--- src/rtl/multicycle_cu_seq.sv ---
// Multi-cycle control unit: binary-coded step/type registers decoded to one-hot,
// variable-length step sequencing with memory-ready stalls, HALT parking and a saturating retire counter.
module multicycle_cu_seq #(
    parameter int OPW      = 6,
    parameter int SKIP_EN  = 1,
    parameter int MEM_WAIT = 1,
    parameter int CNT_W    = 16
) (
    input  logic             clk,
    input  logic             rst,
    input  logic [OPW-1:0]   opcode,
    input  logic             beq_eq,
    input  logic             mem_ready,
    output logic             inst_read,
    output logic             ld_ir,
    output logic             reg_read,
    output logic             mem_read,
    output logic             mem_write,
    output logic             reg_write,
    output logic             inc_pc,
    output logic             ld_pc,
    output logic [7:0]       step,
    output logic [7:0]       itype,
    output logic             halted,
    output logic [CNT_W-1:0] retired
);

    typedef enum logic [2:0] {
        S0 = 3'd0, S1 = 3'd1, S2 = 3'd2, S3 = 3'd3,
        S4 = 3'd4, S5 = 3'd5, S6 = 3'd6, S7 = 3'd7
    } step_e;

    step_e            step_q, step_d;
    logic [2:0]       type_q, type_d;
    logic             halted_q, halted_d;
    logic [CNT_W-1:0] retired_q, retired_d;
    logic             mem_ok;
    logic             is_mem;
    logic             retire;
    logic             unused_opcode;

    // Only opcode[2:0] selects the type; the upper bits are intentionally ignored.
    assign unused_opcode = ^opcode;

    always_ff @(posedge clk) begin
        if (rst) begin
            step_q    <= S7;
            type_q    <= '0;
            halted_q  <= 1'b0;
            retired_q <= '0;
        end else begin
            step_q    <= step_d;
            type_q    <= type_d;
            halted_q  <= halted_d;
            retired_q <= retired_d;
        end
    end

    always_comb begin
        mem_ok    = (MEM_WAIT == 0) ? 1'b1 : mem_ready;
        is_mem    = (type_q == 3'd4) || (type_q == 3'd5);
        step_d    = step_q;
        type_d    = type_q;
        halted_d  = halted_q;
        retire    = 1'b0;
        case (step_q)
            S0: if (mem_ok) step_d = S1;
            S1: step_d = S2;
            S2: begin
                type_d = opcode[2:0];
                if (opcode[2:0] == 3'd7) begin
                    step_d   = S7;
                    halted_d = 1'b1;
                end else begin
                    step_d = S3;
                end
            end
            S3: step_d = ((SKIP_EN == 0) || is_mem) ? S4 : S5;
            // Non-memory types only reach S4 with skipping disabled and never stall there.
            S4: if (!is_mem || mem_ok) step_d = S5;
            S5: begin
                if ((SKIP_EN == 0) || (type_q == 3'd6)) begin
                    step_d = S6;
                end else begin
                    step_d = S0;
                    retire = 1'b1;
                end
            end
            S6: begin
                step_d = S0;
                retire = 1'b1;
            end
            S7: if (!halted_q) step_d = S0;
            default: step_d = S7;
        endcase
        retired_d = (retire && (retired_q != '1)) ? retired_q + CNT_W'(1) : retired_q;
    end

    always_comb begin
        step      = 8'b1 << step_q;
        itype     = 8'b1 << type_q;
        inst_read = (step_q == S0);
        ld_ir     = (step_q == S1);
        reg_read  = (step_q == S2);
        mem_read  = (step_q == S4) && (type_q == 3'd4);
        mem_write = (step_q == S4) && (type_q == 3'd5);
        reg_write = (step_q == S5) && (type_q <= 3'd4);
        inc_pc    = (step_q == S5) && (type_q != 3'd7);
        ld_pc     = (step_q == S6) && (type_q == 3'd6) && beq_eq;
        halted    = halted_q;
        retired   = retired_q;
    end

endmodule

--- config.mk ---
export PLATFORM = sky130hd
export DESIGN_NAME = multicycle_cu_seq
export DESIGN_NICKNAME = d
export VERILOG_FILES = /design/src/rtl/multicycle_cu_seq.sv
export SDC_FILE = /design/constraint.sdc
export NUM_CORES = 1
export LEC_CHECK = 0
export BUFFER_PORTS_ARGS = -buffer_cell sky130_fd_sc_hd__buf_2
export CORE_MARGIN = 2
export CORE_UTILIZATION = 40
export DETAILED_ROUTE_END_ITERATION = 8
export PLACE_DENSITY = 0.68
export SYNTH_ARGS = -nofsm -noshare
export SYNTH_HDL_FRONTEND = slang
export SYNTH_SLANG_ARGS = --single-unit
--- constraint.sdc ---
create_clock -name clk -period 1.9 [get_ports clk]
set_input_delay 0 -clock clk [delete_from_list [all_inputs] [get_ports clk]]
set_output_delay 0 -clock clk [all_outputs]
set_load 0.02 [all_outputs]
# Word-level counts from Yosys, hierarchy flattened
# Cells that the tools add are included.
# word_totals
reg_bits	23
latch_bits	0
ram_bits	0
mem_bits_ro	0
input_bits	10
output_inout_bits	41
mem_count	0
# op_classes
n_addsub	1
mul	0
n_div	0
order_cmp	1
eq_ne	16
shifts	2
n_mux	9
n_bitwise	0
reduce_logical	13
# ops
operator	count
$eq 3x3->1 const B	8
$pmux 3 s8	1
$add 16x1->16 const B	1
$ne 16x16->1 const B	1
$shl 1x3->8 const A	2
$mux 3	5
$logic_and 1x1->1	7
$eq 3x2->1 const B	2
$ne 2x2->1 const B	3
$eq 3x1->1 const B	1
$le 3x3->1 const B	1
$logic_not 3->1	1
$ne 3x3->1 const B	1
$reduce_and 3->1	1
$logic_or 1x1->1	2
$mux 1	2
$pmux 1 s2	1
$reduce_and 2->1	1
$logic_not 1->1	1

# Depth between registers and ports, before layout
# depth
word_depth	6
ltp_mapped	7

# Least setup slack after synthesis
# OpenSTA, ideal clock, no wires.
# synth_path
path_kind	register to register
start	register retired_q[0] (netlist: retired[0])
end	register retired_q[1] (netlist: retired[1])
setup_ns	0.128
arrival_ns	1.779
t_required_ns	1.772
setup_slack_ns	-0.007
path_stages_with_launch	7
period_less_slack_ns	1.907
path_cell_list	dfxtp_1 -> ha_1 -> and4_1 -> nand3_2 -> o21ai_2 -> mux2i_1 -> nor2_1
# synth_between
elab_chain_cells	2
# synth_rtl
element	line	text
from (decl)	36	logic [CNT_W-1:0] retired_q, retired_d;
from (signal assigned)	55	retired_q <= retired_d;
parallel branches: the longest is 2 deep, another holds $add 16x1->16	-	
# Parallel ways; which one is timed is not known.
# A chain may end at the register's enable or synchronous reset.

# Worst setup path in the final report
# layout_path
start	register step_q[1]
end	register retired_q[7] (netlist: retired[7])
# layout_between
elab_chain_cells	3
# layout_rtl
element	line	text
from (decl)	33	step_e step_q, step_d;
from (signal assigned)	52	step_q <= step_d;
$eq 3x3->1	66	case (step_q)
$pmux 1 s2 (*)	66	
$logic_and 1x1->1 (*)	96	retired_d = (retire && (retired_q != '1)) ? retired_q + CNT_W'(1) : retired_q;
# Mark *: on every way between the ends. The rest lies on a longest branch, timed or not.

==> metrics.yaml <==
status: "finished, final reports clean"
p_int_w: 0.000684
wl_mm: 3.07
startpoint_type: "flop"
synth-seq-cells: 23
synth_ff_type: "dfxtp_1"
antennaDiodeCount: 0
seqPwrFrac_pct: 51.0
instances_no_fill: 261
grt_start_max_net_pins: 25
fin_nets: 227
ys_warn_count: 0
first_global_vias: 1062
drc: 0
syn_inst: 162
vdd_drop_max_v: 0.000362
min-delay-start: "rst"
async_flop_share_pct: 0
antenna_found_initial: 0
layout-drive-gt1-share_pct: 33.0
wl_per_cell_um: 11.8
cts.sinks: 23
switching_power_w: 0.000333
worst_ep_arrival_time_ns: 2.10
reg2reg_from: "step_q[1]"
htree_levels: 1
synth_edf_count: 0
core_area_um2: 3280
vias_per_cell: 5.07
finalMaxSlewViolations: 0
die_y_um: 62.0
cts_buffers: 3
synth_top_cell_by_area: "dfxtp_1"
cts_tree: "built"
rsz0062_at_grt: "no"
drt_iter0_markers: 51
ff2ff_setup_slack_ns: 0.07
dpl.cell_count: 252
path_clk_slew_ns: 0.12
cp-startpoint: "step_q[1]"
clk_latency_ns: 0.31
gr-total-overflow: 0
min_period_over_period_pct: 96.4
port_buffers: 47
p_leak_nw: 0.793
tns_ns: 0
critical_path_class: "flop to flop"
hold_viol: 0
swShare_pct: 32.7
setup_viol: 0
initial_utilization_pct: 41.0
slew_headroom_pct: 65.6
grt.total_usage_pct: 15.7
area_growth_pct: 29.1
critPathCaptureType: "flop"
dp_hpwl_mm: 2.19
period_needed_ns: 1.83
worst_slew_pin_slew_ns: 0.514
synth_area_leaders: "dfxtp_1 34%, nor2_1 6.4%, and3_1 4.6%"
grt_pass1_wl_mm: 4.61
ys_seq_area_share_pct: 34.2
worstPathRequired_ns: 2.17
yosysTopAreaCellShare_pct: 34.2
cts_setup_buffers: 0
cp_max_fo: 7
syn_area_um2: 1350
die_x_um: 62.0
fillers: 314
root_buffer: "clkbuf_4"
netlist_top_cells_count: "23 x dfxtp_1, 23 x nor2_1, 10 x and3_1"
pin_count: 51
via_count: 1322
fmax_mhz: 546
clkPwrFrac_pct: 22.0
ant_nets: 0
dr.pass1.iters: 4
clk_path_buf_depth: 2
ys_types: 36
drv_cap: 0
place_congestion: 0.782
min_path_type: "primary input to flop"
dieArea_um2: 3850
powerDensity_nw_per_um2: 584
syn_nets: 173
p_comb_share_pct: 27.0
finClkSkew_ns: 0.00424
avgSynthCellArea_um2: 8.32
placementRows: 21
[layout make-up]
type                    instances  area (um^2)  share of cell area [%]
clock buffers                   3         22.5                    1.29
inverters                       4         15.0                   0.863
well taps                      46         57.6                    3.31
repair buffers                 61          350                    20.1
clock inverters                 1         5.00                   0.288
multi-input cells             123          828                    47.6
flip-flops and latches         23          460                    26.5
[routing by layer]
| metal | vias to the layer above | global-route usage (%) | share of wire (%) |
|---|---|---|---|
| met5 | - | 0 | 0 |
| met4 | 0 | 5.47 | 1.5 |
| met3 | 5 | 2.48 | 4.1 |
| met2 | 37 | 26.6 | 45 |
| met1 | 585 | 20.3 | 49 |
| li1 | 695 | - | - |
[placed cells by master (no fill, tap or decap), types with 2 or more instances in the layout]
cell	netlist	routed
buf_2	0	47
nor2_1	23	23
dfxtp_1	23	23
and3_1	10	10
buf_4	5	10
nand2_1	7	7
o21ai_0	7	7
nand3_1	7	7
xor2_1	6	6
xnor2_1	6	6
a21oi_1	6	6
inv_1	4	4
and2_1	4	4
mux2i_1	4	4
dlygate4sd3_1	0	4
nor3b_1	3	3
nor2b_1	3	3
nor3_1	3	3
and4_1	3	3
a2111oi_2	3	3
o2111ai_1	3	3
o211ai_1	3	3
or3_1	3	3
clkbuf_4	0	3
nand2b_1	2	2
a41oi_1	2	2
nand4_1	2	2
a31o_2	2	2
a221o_1	2	2
[worst paths after layout]
check        cells after the start           to
min reg2reg                      2   retired[8]
max                              5   retired[7]
min                              2  retired[13]
max reg2reg                      5   retired[7]
[registers in the layout (all words and copies together), names as in the netlist]
register and cells:
halted 1, retired 16, step_q 3, type_q 3
[metrics by stage]
stage               hold slack, ns  setup slack, ns  total power, W  util, %  instance area (um^2)
global placement             0.278            0.150        0.000790     50.4                  1660
global route                0.0898          0.00681         0.00108     53.0                  1740
floorplan                    0.105           0.0381        0.000725        -                  1360
CTS                         0.0904            0.112         0.00103     52.5                  1720
detailed placement           0.271            0.138        0.000792     50.4                  1660
finish                      0.0983           0.0686         0.00102     53.0                  1740
[logic make-up after synthesis]
group,synth area share (%)
multiplexers,2.97
AND/OR/NAND/NOR,31.5
adder cells (fa/ha/maj),0.928
buffers and inverters,6.13
XOR/XNOR,7.80
AO/OA/AOI/OAI,16.5
flip-flops,34.2
[what timing repair did]
item | CTS | global route
hold buffers | 4 | 0
setup endpoints to repair | 0 | 1
hold endpoints to repair | 5 | 0
resized for setup | 0 | 1
[power groups by stage]
stage	registers (W)	clock network (W)	logic [W]
6_report	0.000518	0.000224	0.000275
5_1_grt	0.000522	0.000259	0.000300
4_1_cts	0.000519	0.000238	0.000270
3_5_place_dp	0.000530	0	0.000262
3_3_place_gp	0.000529	0	0.000262
2_1_floorplan	0.000534	0	0.000190
[critical path, cell delays in order (launching register included)]
cell	delay, ns
dfxtp_1	0.45
xor2_1	0.25
and3_1	0.41
o21ai_2	0.14
or4_1	0.47
nand2_1	0.07
Power figures use the tool's default switching activity.
